[config.mk]
export PLATFORM = sky130hd
export DESIGN_NAME = uart_filter_sequencer
export DESIGN_NICKNAME = d
export VERILOG_FILES = /design/src/rtl/uart_seq_pkg.sv /design/src/rtl/seq_timeout_counter.sv /design/src/rtl/uart_filter_sequencer.sv
export SDC_FILE = /design/constraint.sdc
export NUM_CORES = 1
export LEC_CHECK = 0
export ABC_AREA = 1
export BUFFER_PORTS_ARGS = -buffer_cell sky130_fd_sc_hd__clkbuf_2
export CORE_AREA = 2 2 93 77
export DETAILED_ROUTE_END_ITERATION = 8
export DIE_AREA = 0 0 95 79
export GPL_ROUTABILITY_DRIVEN = 1
export PLACE_DENSITY = 0.74
export REMOVE_ABC_BUFFERS = 1
export SLEW_MARGIN = 25
export SYNTH_ARGS = -nofsm -noshare
export SYNTH_HDL_FRONTEND = slang
export SYNTH_SLANG_ARGS = --single-unit
[constraint.sdc]
create_clock -name clk_100MHz -period 2.22 [get_ports clk_100MHz]
set_clock_uncertainty 0.1 [all_clocks]
set_input_delay 0.333 -clock clk_100MHz [delete_from_list [all_inputs] [get_ports clk_100MHz]]
set_output_delay 0.333 -clock clk_100MHz [all_outputs]
set_load 0.05 [all_outputs]
[src/rtl/uart_seq_pkg.sv]
// Shared encodings and default sizing for the UART filter sequencer.
package uart_seq_pkg;

    typedef enum logic [2:0] {
        S_RX       = 3'd0,
        S_RX_GAP   = 3'd1,
        S_FLT_REQ  = 3'd2,
        S_FLT_WAIT = 3'd3,
        S_TX       = 3'd4,
        S_TX_GAP   = 3'd5
    } seq_state_t;

    localparam int DEF_DBITS        = 8;
    localparam int DEF_SAMPLE_BYTES = 2;
    localparam int DEF_TIMEOUT_CYC  = 1000000;

    // Index width that stays legal when only one value is needed.
    function automatic int idx_width(input int n);
        return (n > 1) ? $clog2(n) : 1;
    endfunction

endpackage

[src/rtl/seq_timeout_counter.sv]
// Idle counter for partial samples: counts enabled cycles and flags the last one.
module seq_timeout_counter
    import uart_seq_pkg::*;
#(
    parameter int TIMEOUT_CYC = DEF_TIMEOUT_CYC
)(
    input  logic clk_100MHz,
    input  logic reset_btn_n,
    input  logic enable,
    input  logic clear,
    output logic expire
);

    localparam int            CW   = idx_width(TIMEOUT_CYC);
    localparam logic [CW-1:0] LAST = CW'(TIMEOUT_CYC - 1);

    logic [CW-1:0] count;

    assign expire = enable && !clear && (count == LAST);

    // Expiry restarts the count so the next partial sample gets a full window.
    always_ff @(posedge clk_100MHz or negedge reset_btn_n) begin
        if (!reset_btn_n) begin
            count <= '0;
        end else if (clear || expire) begin
            count <= '0;
        end else if (enable) begin
            count <= count + 1'b1;
        end
    end

endmodule

[src/rtl/uart_filter_sequencer.sv]
// Pops RX bytes into little-endian samples, runs them through the filter and pushes results to TX.
// Define SEQ_STATS_EN to add the sample_count/drop_count statistics outputs.
module uart_filter_sequencer
    import uart_seq_pkg::*;
#(
    parameter int DBITS        = DEF_DBITS,
    parameter int SAMPLE_BYTES = DEF_SAMPLE_BYTES,
    parameter int TIMEOUT_CYC  = DEF_TIMEOUT_CYC
)(
    input  logic                          clk_100MHz,
    input  logic                          reset_btn_n,
    input  logic                          rx_empty,
    input  logic [DBITS-1:0]              rx_data,
    output logic                          rd_uart,
    input  logic                          tx_full,
    output logic                          wr_uart,
    output logic [DBITS-1:0]              wr_data,
    output logic                          flt_in_valid,
    input  logic                          flt_in_ready,
    output logic [DBITS*SAMPLE_BYTES-1:0] flt_in_data,
    input  logic                          flt_out_valid,
    output logic                          flt_out_ready,
    input  logic [DBITS*SAMPLE_BYTES-1:0] flt_out_data,
    output logic                          busy,
    output logic                          timeout_tick
`ifdef SEQ_STATS_EN
    ,
    output logic [15:0]                   sample_count,
    output logic [7:0]                    drop_count
`endif
);

    localparam int               SW        = DBITS * SAMPLE_BYTES;
    localparam int               IDX_W     = idx_width(SAMPLE_BYTES);
    localparam logic [IDX_W-1:0] LAST_LANE = IDX_W'(SAMPLE_BYTES - 1);

    seq_state_t        state, state_n;
    logic [IDX_W-1:0]  byte_idx, byte_idx_n;
    logic [IDX_W-1:0]  tx_idx, tx_idx_n;
    logic [SW-1:0]     sample_n;
    logic [SW-1:0]     tx_shift, tx_shift_n;
    logic [DBITS-1:0]  wr_data_n;
    logic              rd_n, wr_n, fin_valid_n, fout_ready_n, tick_n;
    logic              tmo_en, tmo_clr, tmo_expire;

    assign tmo_en  = (state == S_RX) && (byte_idx != '0) && rx_empty;
    assign tmo_clr = (state == S_RX) && !rx_empty;
    assign busy    = !((state == S_RX) && (byte_idx == '0));

    seq_timeout_counter #(
        .TIMEOUT_CYC (TIMEOUT_CYC)
    ) u_timeout (
        .clk_100MHz  (clk_100MHz),
        .reset_btn_n (reset_btn_n),
        .enable      (tmo_en),
        .clear       (tmo_clr),
        .expire      (tmo_expire)
    );

    always_comb begin
        state_n      = state;
        byte_idx_n   = byte_idx;
        tx_idx_n     = tx_idx;
        sample_n     = flt_in_data;
        tx_shift_n   = tx_shift;
        wr_data_n    = wr_data;
        rd_n         = 1'b0;
        wr_n         = 1'b0;
        tick_n       = 1'b0;
        fin_valid_n  = flt_in_valid;
        fout_ready_n = flt_out_ready;
        case (state)
            S_RX: begin
                if (!rx_empty) begin
                    rd_n = 1'b1;
                    sample_n[byte_idx*DBITS +: DBITS] = rx_data;
                    state_n = S_RX_GAP;
                end else if (tmo_expire) begin
                    byte_idx_n = '0;
                    tick_n     = 1'b1;
                end
            end
            // Gap cycle lets the RX FIFO flags reflect the pop before the next look.
            S_RX_GAP: begin
                if (byte_idx == LAST_LANE) begin
                    byte_idx_n  = '0;
                    fin_valid_n = 1'b1;
                    state_n     = S_FLT_REQ;
                end else begin
                    byte_idx_n = byte_idx + 1'b1;
                    state_n    = S_RX;
                end
            end
            S_FLT_REQ: begin
                if (flt_in_ready) begin
                    fin_valid_n  = 1'b0;
                    fout_ready_n = 1'b1;
                    state_n      = S_FLT_WAIT;
                end
            end
            S_FLT_WAIT: begin
                if (flt_out_valid) begin
                    tx_shift_n   = flt_out_data;
                    fout_ready_n = 1'b0;
                    state_n      = S_TX;
                end
            end
            S_TX: begin
                if (!tx_full) begin
                    wr_n      = 1'b1;
                    wr_data_n = tx_shift[tx_idx*DBITS +: DBITS];
                    state_n   = S_TX_GAP;
                end
            end
            S_TX_GAP: begin
                if (tx_idx == LAST_LANE) begin
                    tx_idx_n = '0;
                    state_n  = S_RX;
                end else begin
                    tx_idx_n = tx_idx + 1'b1;
                    state_n  = S_TX;
                end
            end
            default: state_n = S_RX;
        endcase
    end

    always_ff @(posedge clk_100MHz or negedge reset_btn_n) begin
        if (!reset_btn_n) begin
            state         <= S_RX;
            byte_idx      <= '0;
            tx_idx        <= '0;
            flt_in_data   <= '0;
            tx_shift      <= '0;
            wr_data       <= '0;
            rd_uart       <= 1'b0;
            wr_uart       <= 1'b0;
            flt_in_valid  <= 1'b0;
            flt_out_ready <= 1'b0;
            timeout_tick  <= 1'b0;
        end else begin
            state         <= state_n;
            byte_idx      <= byte_idx_n;
            tx_idx        <= tx_idx_n;
            flt_in_data   <= sample_n;
            tx_shift      <= tx_shift_n;
            wr_data       <= wr_data_n;
            rd_uart       <= rd_n;
            wr_uart       <= wr_n;
            flt_in_valid  <= fin_valid_n;
            flt_out_ready <= fout_ready_n;
            timeout_tick  <= tick_n;
        end
    end

`ifdef SEQ_STATS_EN
    // A sample counts as complete when its last lane leaves the TX gap state.
    always_ff @(posedge clk_100MHz or negedge reset_btn_n) begin
        if (!reset_btn_n) begin
            sample_count <= '0;
            drop_count   <= '0;
        end else begin
            if ((state == S_TX_GAP) && (tx_idx == LAST_LANE))
                sample_count <= sample_count + 16'd1;
            if (tick_n && (drop_count != 8'hFF))
                drop_count <= drop_count + 8'd1;
        end
    end
`endif

endmodule

# Word level (Yosys, flattened, before mapping)
# Index checks and enable logic that the tools add are counted.
[totals] register_bits=70 output_inout_bits=30 word_cells=85
[classes] addsub=4 eq_ne=13 n_shift=3 n_mux=28 bitwise_logic=3 reduce_logical=22
[op_table] op="$mux W20" count=2
[op_table] op="$neg A4 Y34" count=1
[op_table] op="$shift A8 B34 Y16 const A" count=1
[op_table] op="$shiftx A8 B34 Y16" count=1
[op_table] op="$add A20 B1 Y20 const B" count=1
[op_table] op="$eq A20 B20 Y1 const B" count=1
[op_table] op="$pmux W3 S6" count=1
[op_table] op="$bwmux W16" count=1
[op_table] op="$shiftx A16 B5 Y8" count=1
[op_table] op="$mux W1" count=15
[op_table] op="$mux W3" count=5
[op_table] op="$ne A2 B2 Y1 const B" count=6
[op_table] op="$reduce_and A3 Y1" count=3
[op_table] op="$reduce_bool A2 Y1" count=4
[op_table] op="$eq A3 B2 Y1 const B" count=2
[op_table] op="$eq A3 B3 Y1 const B" count=2
[op_table] op="$logic_and A1 B1 Y1" count=6
[op_table] op="$pmux W1 S2" count=3
[op_table] op="$reduce_and A2 Y1" count=3
[op_table] op="$reduce_and A4 Y1" count=1
[op_table] op="$eq A3 B1 Y1 const B" count=1
[op_table] op="$logic_not A1 Y1" count=3
[op_table] op="$logic_not A3 Y1" count=1
[op_table] op="$not A1 Y1" count=3
[op_table] op="other kinds (4)" count=5

# Longest topological paths before layout
# Gate-level depths: netlist (run 1).
[depth] ltp_word=8 mapped_depth=10

# Modules after synthesis
# A second synthesis (run 1) with hierarchy kept.
[hier_totals] cells_unflattened=407 area_unflattened_um2=3424.5
[by_module_without_submodules] mod="uart_filter_sequencer" instances=1 cells_per_inst=234 area_per_inst_um2=2205.9 seq_area_each_um2=1251.2
[by_module_without_submodules] mod="seq_timeout_counter" instances=1 cells_per_inst=173 area_per_inst_um2=1218.7 seq_area_each_um2=500.5

# Worst setup path after synthesis (run 1)
# No wires, ideal clock.
[synth_timing] path_kind="flip-flop to flip-flop" from="register state[2]" to="register flt_in_data[0]" arrival_time_ps=1840 required_time_ps=1995 setup_slack_ps=155 stages_incl_launch_ff=5 n_path_buf=0 period_less_slack_ps=2065 cell_sequence="dfrtp_1 nor2_4 nand3_1 nor2_2 mux2_2"
[synth_via] elab_chain_cells=2
[synth_rtl] item="start: declaration" line="uart_filter_sequencer.sv:37" rtl="seq_state_t state, state_n;"
[synth_rtl] item="start signal: assignment" line="uart_filter_sequencer.sv:142" rtl="state <= state_n;"
[synth_rtl] item="$logic_not A3 Y1" line="uart_filter_sequencer.sv:72" rtl="case (state)"
[synth_rtl] item="$reduce_and A2 Y1 (no line)"
[synth_rtl] item="end signal: assignment" line="uart_filter_sequencer.sv:145" rtl="flt_in_data <= sample_n;"
[synth_rtl] item="end: declaration" line="uart_filter_sequencer.sv:20" rtl="output logic [DBITS*SAMPLE_BYTES-1:0] flt_in_data,"
# Every way passes these cells.
# A chain may end at the register's enable or synchronous reset.

# Final worst setup path (run 1)
[layout_timing] from="register state[2]" to="register u_timeout.count[6]"
[layout_via] elab_chain_cells=7 word_cells_on_any_way=10 classes_between="mux: 1; reduce/logical: 9"
[layout_rtl] item="$logic_not A3 Y1 *" line="uart_filter_sequencer.sv:46, uart_filter_sequencer.sv:47"
[layout_rtl] item="$logic_and A1 B1 Y1 (on tied branches)" line="uart_filter_sequencer.sv:46, uart_filter_sequencer.sv:47"
[layout_rtl] item="$logic_and A1 B1 Y1 or $logic_not A1 Y1 (tied branches)" line="uart_filter_sequencer.sv:46, seq_timeout_counter.sv:19"
[layout_rtl] item="$logic_and A1 B1 Y1 (2 in series)" line="seq_timeout_counter.sv:19" rtl="assign expire = enable && !clear && (count == LAST);"
[layout_rtl] item="$logic_or A1 B1 Y1" line="seq_timeout_counter.sv:25" rtl="end else if (clear || expire) begin"
[layout_rtl] item="$mux W20 or $reduce_bool A2 Y1 (tied branches)"
[layout_rtl] item="end signal: assignment" line="seq_timeout_counter.sv:28" rtl="count <= count + 1'b1;"
[layout_rtl] item="end: declaration" line="seq_timeout_counter.sv:17" rtl="logic [CW-1:0] count;"
# Mark *: on every way between the ends. The rest lies on a longest branch, timed or not.

==> results of run 1 <==
registers in the layout, indices dropped and copies added, names as in the netlist, 3 cells and up:
name,flops
u_timeout.count,20
flt_in_data,16
tx_shift,16
wr_data,8
state,3
stage by stage:
stage               instances  total power (µW)  hold WS [ns]
detailed placement        524              4320         0.292
global placement          524              4250         0.288
finish                    541              5340        0.0937
global route              541              5690        0.0940
CTS                       541              5390        0.0843
floorplan                 375              3720       -0.0626
cell families after synthesis:
| group | count (synthesis) | synth area share (%) |
|---|---|---|
| simple gates | 195 | 25.8 |
| flops | 70 | 52.1 |
| buf+inv | 53 | 6.70 |
| compound gates | 42 | 6.96 |
| mux | 18 | 6.55 |
| xor+xnor | 6 | 1.56 |
| fa+ha+maj | 1 | 0.372 |
worst min-delay path: stages:
cell and delay, ns:
clkbuf_2 0.08, nand2_1 0.04, nand2_1 0.05
layout make-up:
| class | count | area share, % |
|---|---|---|
| Sequential cell | 70 | 44.3 |
| Clock buffer | 10 | 3.48 |
| Clock inverter | 6 | 1.74 |
| Timing Repair Buffer | 63 | 8.61 |
| Multi-Input combinational cell | 262 | 35.0 |
| Tap cell | 87 | 2.75 |
| Inverter | 43 | 4.08 |
final timing paths:
| check | start | endpoint | cells after the start |
|---|---|---|---|
| worst max-delay path | state[2] | u_timeout.count[6] | 6 |
| worst min-delay path | rx_data[6] | flt_in_data[14] | 3 |
| worst max register to register | state[2] | u_timeout.count[6] | 6 |
| worst min register to register | wr_data[0] | wr_data[0] | 1 |
| max in group asynchronous | reset_btn_n | u_timeout.count[18] | 3 |
| min in group asynchronous | reset_btn_n | wr_data[6] | 3 |
per-layer routing:
metal,vias up,part of all wire [%],GRT usage (%)
met5,-,0,0
met1,1289,47,28.1
met4,0,1.0,6.09
met2,73,45,32.7
li1,1376,-,-
met3,9,6.5,5.50
power groups by stage:
stage / sequential [µW] / combinational [µW] / clock (µW)
5_1_grt: 2030 / 2500 / 1150
2_1_floorplan: 2790 / 932 / 0
6_report: 1970 / 2310 / 1060
3_5_place_dp: 1990 / 2320 / 0
4_1_cts: 1970 / 2330 / 1100
3_3_place_gp: 1970 / 2280 / 0
layout by cell type (no fill, tap or decap), types with 2 or more instances in the layout:
master / n
mux2_2: 12
inv_2: 2
nand2_1: 93
clkinv_4: 2
nand3_1: 18
dfrtp_1: 70
clkbuf_2: 58
inv_1: 41
nand4_1: 17
mux2_4: 5
nor3_1: 10
nor2_2: 2
xor2_1: 5
a21oi_1: 11
o21ai_0: 22
clkbuf_8: 10
buf_4: 2
o21a_1: 8
nor2_1: 46
==> results.sh, run 1 <==
export IMPL_p_sw_uw=2420
export IMPL_syn_area_um2=3360
export IMPL_synthFlopType="dfrtp_1"
export IMPL_crit_path_end_kind="flip-flop"
export IMPL_timing_final_crit_period_ns=1.93
export IMPL_nets=480
export IMPL_cts_buffer_depth=2
export IMPL_coreArea_um2=6660
export IMPL_syn_area_per_cell_um2=8.73
export IMPL_dp_hpwl_mm=4.93
export IMPL_drv_slew=0
export IMPL_crit_required_ns=2.33
export IMPL_fmax_mhz=519
export IMPL_hold_class="in2reg"
export IMPL_grt_setup_unrepaired="no"
export IMPL_cpLargestDelayFamily="simple AND/OR/NAND/NOR gates"
export IMPL_tightest_slew_ns=0.496
export IMPL_place_congestion=0.875
export IMPL_fp_row_count=27
export IMPL_cts_resized=0
export IMPL_netlist_area_leader_share_pct=52.1
export IMPL_fin_crit_sh_pct=86.9
export IMPL_fin_ws_ns=0.291
export IMPL_slew_headroom_pct=66.8
export IMPL_synth_enable_flop_cells=0
export IMPL_firstDrtPassIters=4
export IMPL_cts_buffers_inserted=9
export IMPL_async_flop_share_pct=100
export IMPL_cts_setup_buffers=0
export IMPL_vias=2747
export IMPL_overflow=0
export IMPL_synthTopCellsByCount="nand2_1 (93), dfrtp_1 (70), nor2_1 (46), inv_1 (41), o21ai_0 (22)"
export IMPL_synth_top_area_cell="dfrtp_1"
export IMPL_ctsHoldBuffers=1
export IMPL_tritoncts="built"
export IMPL_die_w_um=95
export IMPL_path_clk_slew_ns=0.08
export IMPL_drc=0
export IMPL_setup_viol=0
export IMPL_fin_area_um2=3950
export IMPL_die_area_um2=7510
export IMPL_place_area_um2=3740
export IMPL_r2r_slack_ns=0.29
export IMPL_status="complete, no violations"
export IMPL_seqCellArea_um2=1750
export IMPL_drive_above_1_share_pct=23.6
export IMPL_switching_share_pct=45.3
export IMPL_grt_max_degree=71
export IMPL_synthCells=385
export IMPL_routed_via_density=5.08
export IMPL_n_antenna_cell=0
export IMPL_critPathArrivalTime_ns=2.04
export IMPL_cts_sinks=70
export IMPL_multiInputGateArea_um2=1390
export IMPL_synthTopCellsByArea="dfrtp_1 (52%), nand2_1 (10%), nor2_1 (5.1%), inv_1 (4.6%), mux2_2 (4.0%)"
export IMPL_die_y_um=79
export IMPL_portBuffers=59
export IMPL_cp_start_kind="flip-flop"
export IMPL_slowest_stage="dfrtp_1"
export IMPL_grt_pass1_vias=2740
export IMPL_area_growth_syn_to_layout_pct=17.6
export IMPL_cp_cell_sequence="nor2_4, nand3_1, nor2_1, nand3_2, nand2_1, nor3_1"
export IMPL_hold_viol=0
export IMPL_yosysMostFrequentCell="nand2_1"
export IMPL_ios=60
export IMPL_leakage_uw=0.00198
export IMPL_cts_root_buf="clkbuf_8"
export IMPL_critPathKind="reg2reg"
export IMPL_power_frac_seq_pct=36.9
export IMPL_fin_util_pct=59.4
export IMPL_worstPathMaxFanout=13
export IMPL_grt_pass1_wl_mm=12.2
export IMPL_clk_latency_ns=0.35
export IMPL_power_frac_comb_pct=43.2
export IMPL_powerDensity_nw_per_um2=1350
export IMPL_htree_levels=3
export IMPL_synth_seq_area_share_pct=52.1
export IMPL_drt_iter0_drc=146
export IMPL_fill_cells=608
export IMPL_track_usage_pct=20.7
export IMPL_power_frac_clock_pct=19.9
export IMPL_cap_violations=0
export IMPL_ant_nets=0
export IMPL_p_int_uw=2920
export IMPL_synth_seq_cells=70
export IMPL_tns_ns=0
export IMPL_cp_num_buf_inv=0
export IMPL_antenna_found_initial=0
export IMPL_synth_cell_types=32
export IMPL_yosys_warnings=0
export IMPL_peakVddDrop_mv=0.882
export IMPL_slowest_delay_ns=0.47
export IMPL_place_ws_ns=0.278
export IMPL_finalWirelength_mm=6.90
export IMPL_wl_per_cell_um=12.8
export IMPL_start_util_pct=50.5
No activity file was read; power rests on OpenSTA's default activity.
==> run 2, diff against run 1 <==
--- a/config.mk
+++ b/config.mk
@@ -6,7 +6,8 @@
 export NUM_CORES = 1
 export LEC_CHECK = 0
 export ABC_AREA = 1
-export BUFFER_PORTS_ARGS = -buffer_cell sky130_fd_sc_hd__clkbuf_2
+export BUFFER_PORTS_ARGS = -buffer_cell sky130_fd_sc_hd__buf_4
+export CAP_MARGIN = 40
 export CORE_AREA = 2 2 93 77
 export DETAILED_ROUTE_END_ITERATION = 8
 export DIE_AREA = 0 0 95 79
==> run 2 against run 1 <==
Via count up 0.18%. Core utilization up 2.8 points. First-iteration DRC count increased by 58%. Final area is 4.7% higher. Count of clock-buffer cells in the layout unchanged. Maximum frequency fell by 0.33%. Hold slack worse by 0.0077 ns. Wire length grew 2.4%. Register-to-register slack about the same. Flip-flop and latch count unchanged. Setup slack got worse by 0.0064 ns. Sequential power hardly changed. Critical endpoint is now u_timeout.count[19]. Highest routed layer unchanged.
==> results.sh, run 2 (same netlist as run 1, synthesis figures left out) <==
export IMPL_wl_met2_mm=3.25
export IMPL_top_layer="met4"
export IMPL_tns_ns=0
export IMPL_timing_final_crit_period_ns=1.93
export IMPL_dp_cells=524
export IMPL_place_ws_ns=0.304
export IMPL_start_util_pct=50.5
export IMPL_portBuffers=59
export IMPL_final_cell_mix="nand2_1 (93), dfrtp_1 (70), buf_4 (61)"
export IMPL_cp_cell_sequence="inv_2, nand3_1, nor2_1, nand3_2, nand2_1, nor2_1"
export IMPL_drive_above_1_share_pct=23.4
export IMPL_worstPathMaxFanout=13
export IMPL_finalWirelength_mm=7.07
export IMPL_path_clk_slew_ns=0.08
export IMPL_place_area_um2=3880
export IMPL_coreArea_um2=6660
export IMPL_cp_start_kind="flip-flop"
export IMPL_largest_reg_flops=20
export IMPL_status="complete, no violations"
export IMPL_grt_pass1_vias=2711
export IMPL_routed_via_density=5.10
export IMPL_hold_depth=3
export IMPL_antenna_found_initial=0
export IMPL_ff2ff_path_depth=6
export IMPL_top_regs="u_timeout.count: 20 flops, flt_in_data: 16 flops, tx_shift: 16 flops"
export IMPL_track_usage_pct=21.1
export IMPL_critPathKind="reg2reg"
export IMPL_drv_slew=0
export IMPL_met1Wirelength_mm=3.27
export IMPL_nets=480
export IMPL_worstReg2RegStart="state[0]"
export IMPL_cts_resized=0
export IMPL_crit_path_frequent_cell="nor2_1"
export IMPL_cap_violations=0
export IMPL_peakVddDrop_mv=0.864
export IMPL_largest_register="u_timeout.count"
export IMPL_fp_row_count=27
export IMPL_fin_ws_ns=0.285
export IMPL_tritoncts="built"
export IMPL_crit_required_ns=2.33
export IMPL_die_area_um2=7510
export IMPL_drc=0
export IMPL_leakage_uw=0.00203
export IMPL_tightest_slew_ns=0.479
export IMPL_vias=2752
export IMPL_htree_levels=3
export IMPL_grt_setup_unrepaired="no"
export IMPL_clk_latency_ns=0.35
export IMPL_ant_nets=0
export IMPL_cts_sinks=70
export IMPL_dp_hpwl_mm=5.04
export IMPL_firstDrtPassIters=4
export IMPL_grt_max_degree=44
export IMPL_slowest_delay_ns=0.45
export IMPL_die_y_um=79
export IMPL_grt_pass1_wl_mm=12.2
export IMPL_critPathArrivalTime_ns=2.05
export IMPL_min_from="rx_data[7]"
export IMPL_fmax_mhz=517
export IMPL_r2r_end="u_timeout.count[19]"
export IMPL_slew_headroom_pct=68.0
export IMPL_wl_met3_um=473
export IMPL_fin_crit_sh_pct=87.2
export IMPL_r2r_slack_ns=0.29
export IMPL_crit_path_end_kind="flip-flop"
export IMPL_powerDensity_nw_per_um2=1380
export IMPL_holdPathEnd="flt_in_data[15]"
export IMPL_cts_root_buf="clkbuf_8"
export IMPL_cts_buffers_inserted=9
export IMPL_wl_per_cell_um=13.1
export IMPL_drt_iter0_drc=230
export IMPL_hold_class="in2reg"
export IMPL_hold_viol=0
export IMPL_n_antenna_cell=0
export IMPL_cts_buffer_depth=2
export IMPL_overflow=0
export IMPL_final_common_cell="nand2_1"
export IMPL_place_congestion=0.915
export IMPL_fin_area_um2=4140
export IMPL_cp_num_buf_inv=1
export IMPL_layout_cells_non_filler=540
export IMPL_cpLargestDelayFamily="simple AND/OR/NAND/NOR gates"
export IMPL_ios=60
export IMPL_area_growth_syn_to_layout_pct=23.1
export IMPL_slowest_stage="dfrtp_1"
export IMPL_die_w_um=95
export IMPL_setup_viol=0
==> run 2: cell types whose count changed in the layout (fill, tap and decap cells not counted) <==
cell,before,now
buf_4,2,61
clkbuf_2,58,0
bufinv_16,1,3
clkinv_4,2,0
buf_2,1,0
clkinv_2,1,0
==> run 2: through the flow <==
| step | hold WS, ns | total power, µW | util [%] |
|---|---|---|---|
| floorplan | -0.0626 | 3720 | - |
| global placement | 0.176 | 4430 | 58.4 |
| detailed placement | 0.181 | 4480 | 58.4 |
| CTS | 0.0753 | 5760 | 62.2 |
| global route | 0.0823 | 6050 | 62.2 |
| finish | 0.0860 | 5720 | 62.2 |
==> run 2: routing by layer <==
layer	global-route usage, %	vias to the layer above
met2	33.2	73
met4	6.09	0
met3	6.45	7
li1	-	1373
met1	28.3	1299
met5	0	-
==> run 2: how the worst max path moves through the flow <==
stage / start / end / slack, ns / depth (start not counted)
floorplan: byte_idx / flt_in_data[0] / 0.11 / 4
global placement: byte_idx / flt_in_data[1] / 0.30 / 4
detailed placement: state[0] / u_timeout.count[15] / 0.30 / 6
CTS: state[0] / u_timeout.count[15] / 0.28 / 6
global route: state[0] / u_timeout.count[11] / 0.05 / 6
finish: state[0] / u_timeout.count[19] / 0.29 / 6
==> run 2: where the power goes <==
group / switching [µW] / leakage [µW] / internal [µW] / total [µW]
registers: 258 / 0.000871 / 1720 / 1970
logic: 1660 / 0.00104 / 814 / 2480
clock network: 493 / 0.000119 / 775 / 1270
==> run 2: layout make-up <==
type / count / area [µm²]
Tap cell: 87 / 109
Sequential cell: 70 / 1750
Timing Repair Buffer: 63 / 488
Multi-Input combinational cell: 262 / 1390
Fill cell: 569 / 2520
Clock buffer: 10 / 138
Clock inverter: 5 / 106
Inverter: 43 / 161
==> run 2: timing repair <==
action | 4_1_cts | 5_1_grt
hold buffers | 1 | 0
setup buffers | 0 | 0
endpoints found under the hold margin | 27 | 0
==> run 2: worst reg2reg max path: stages, from the launching register on <==
cell and delay (ns):
dfrtp_1 0.45, inv_2 0.20, nand3_1 0.12, nor2_1 0.19, nand3_2 0.20, nand2_1 0.42
nor2_1 0.11
==> run 3, diff against run 2 <==
--- a/config.mk
+++ b/config.mk
@@ -8,9 +8,9 @@
 export ABC_AREA = 1
 export BUFFER_PORTS_ARGS = -buffer_cell sky130_fd_sc_hd__buf_4
 export CAP_MARGIN = 40
-export CORE_AREA = 2 2 93 77
+export CORE_AREA = 4 4 95 79
 export DETAILED_ROUTE_END_ITERATION = 8
-export DIE_AREA = 0 0 95 79
+export DIE_AREA = 0 0 99 83
 export GPL_ROUTABILITY_DRIVEN = 1
 export PLACE_DENSITY = 0.74
 export REMOVE_ABC_BUFFERS = 1
==> constraint.sdc (replaced) <==
create_clock -name clk_100MHz -period 2.22 [get_ports clk_100MHz]
set_clock_uncertainty 0.1 [all_clocks]
set_input_delay 0.111 -clock clk_100MHz [delete_from_list [all_inputs] [get_ports clk_100MHz]]
set_output_delay 0.111 -clock clk_100MHz [all_outputs]
set_load 0.05 [all_outputs]
==> run 3 against run 2 <==
Non-clock buffer count rose by 26. Final area rose by 5.9%. Wire length rose by 7.5%. Critical path type unchanged. Critical endpoint is now u_timeout.count[15]. Highest routed layer unchanged.
==> results.sh, run 3 (same netlist as run 1, synthesis figures left out) <==
export IMPL_seqCellArea_um2=1750
export IMPL_drive_above_1_share_pct=22.1
export IMPL_grt_setup_unrepaired="no"
export IMPL_drv_slew=0
export IMPL_die_y_um=83
export IMPL_leakage_uw=0.00214
export IMPL_grt_max_degree=46
export IMPL_path_clk_slew_ns=0.08
export IMPL_final_cell_mix="nand2_1 (93), dfrtp_1 (70), buf_4 (61)"
export IMPL_multiInputGateArea_um2=1390
export IMPL_cts_buffers_inserted=9
export IMPL_tns_ns=0
export IMPL_fmax_mhz=517
export IMPL_crit_path_end_kind="flip-flop"
export IMPL_n_antenna_cell=0
export IMPL_hold_class="in2reg"
export IMPL_die_w_um=99
export IMPL_place_congestion=0.925
export IMPL_drc=0
export IMPL_timing_final_crit_period_ns=1.93
export IMPL_fp_row_count=27
export IMPL_dp_hpwl_mm=5.32
export IMPL_powerDensity_nw_per_um2=1290
export IMPL_antenna_found_initial=0
export IMPL_cp_start_kind="flip-flop"
export IMPL_slew_headroom_pct=69.4
export IMPL_critPathKind="reg2reg"
export IMPL_routed_via_density=5.03
export IMPL_grt_pass1_vias=2935
export IMPL_start_util_pct=50.5
export IMPL_htree_levels=3
export IMPL_layout_cells_non_filler=566
export IMPL_wl_per_cell_um=13.4
export IMPL_p_total_uw=5670
export IMPL_cts_buffer_depth=2
export IMPL_cts_resized=0
export IMPL_vias=2846
export IMPL_cap_violations=0
export IMPL_fin_hold_ws_ns=0.0494
export IMPL_firstDrtPassIters=5
export IMPL_area_growth_syn_to_layout_pct=30.4
export IMPL_dp_cells=524
export IMPL_top_regs="u_timeout.count: 20 flops, flt_in_data: 16 flops, tx_shift: 16 flops"
export IMPL_ctsHoldBuffers=27
export IMPL_fill_cells=529
export IMPL_final_common_cell="nand2_1"
export IMPL_worstPathMaxFanout=13
export IMPL_tightest_slew_ns=0.458
export IMPL_die_area_um2=8220
export IMPL_tritoncts="built"
export IMPL_critPathArrivalTime_ns=2.04
export IMPL_portBuffers=59
export IMPL_overflow=0
export IMPL_coreArea_um2=6660
export IMPL_drt_iter0_drc=114
export IMPL_largest_register="u_timeout.count"
export IMPL_cts_sinks=70
export IMPL_cts_root_buf="clkbuf_8"
export IMPL_setup_viol=0
export IMPL_clk_latency_ns=0.34
export IMPL_peakVddDrop_mv=1.18
export IMPL_grt_pass1_wl_mm=13.7
export IMPL_status="complete, no violations"
export IMPL_crit_required_ns=2.32
export IMPL_ant_nets=0
export IMPL_hold_viol=0
export IMPL_cts_setup_buffers=0
export IMPL_fin_crit_sh_pct=87.1
export IMPL_finalWirelength_mm=7.60
export IMPL_largest_reg_flops=20
export IMPL_nets=506
export IMPL_track_usage_pct=20.1
export IMPL_ios=60
[run 3: cell count changes in the layout (fill, tap and decap cells not counted)]
cell	delta
buf_16	+1
dlygate4sd3_1	+26
bufinv_16	-1
clkinv_4	+1
clkinvlp_4	-1
clkinv_2	+1
buf_12	-1
[run 3: final timing paths]
path / start / cells past startpoint / slack [ns] / end
worst max-delay path: state[2] / 6 / 0.29 / u_timeout.count[15]
worst min-delay path: tx_full / 3 / 0.05 / state[2]
worst max register to register: state[2] / 6 / 0.29 / u_timeout.count[15]
worst min register to register: flt_out_ready / 2 / 0.38 / flt_out_ready
max in group asynchronous: reset_btn_n / 3 / 1.37 / timeout_tick
min in group asynchronous: reset_btn_n / 2 / 0.12 / wr_data[6]
[run 3: through the flow]
| step | setup slack [ns] | area, µm² | util (%) |
|---|---|---|---|
| after floorplan | 0.112 | 3300 | - |
| after global placement | 0.366 | 3860 | 58.1 |
| after detailed placement | 0.277 | 3890 | 58.5 |
| after CTS | 0.255 | 4380 | 65.9 |
| after global routing | 0.0289 | 4380 | 65.9 |
| final | 0.287 | 4380 | 65.9 |
[run 3: critical path: stages (launching register included)]
cell	delay, ns
dfrtp_1	0.48
nor2_4	0.18
nand3_1	0.12
nor2_1	0.20
nand3_2	0.20
nand2_1	0.41
nor2_1	0.11
[run 3: final cells by class]
type / instances / share of cell area, %
multi-input combinational: 262 / 31.6
clock buffer: 10 / 3.14
inverter: 43 / 3.68
sequential: 70 / 40.0
tap: 87 / 2.48
timing repair buffer: 89 / 17.2
clock inverter: 5 / 1.88
[run 3: power breakdown]
group	total (µW)	internal, µW	switching, µW	leakage [µW]
sequential	1990	1720	273	0.000871
clock	1140	661	480	0.000113
combinational	2530	846	1690	0.00115
[run 3: metal layers]
layer	vias to the layer above	share of wire (%)	track usage, %
met1	1330	45	27.0
li1	1426	-	-
met4	0	0.36	3.23
met3	6	6.5	6.63
met2	84	48	32.3
met5	-	0	0
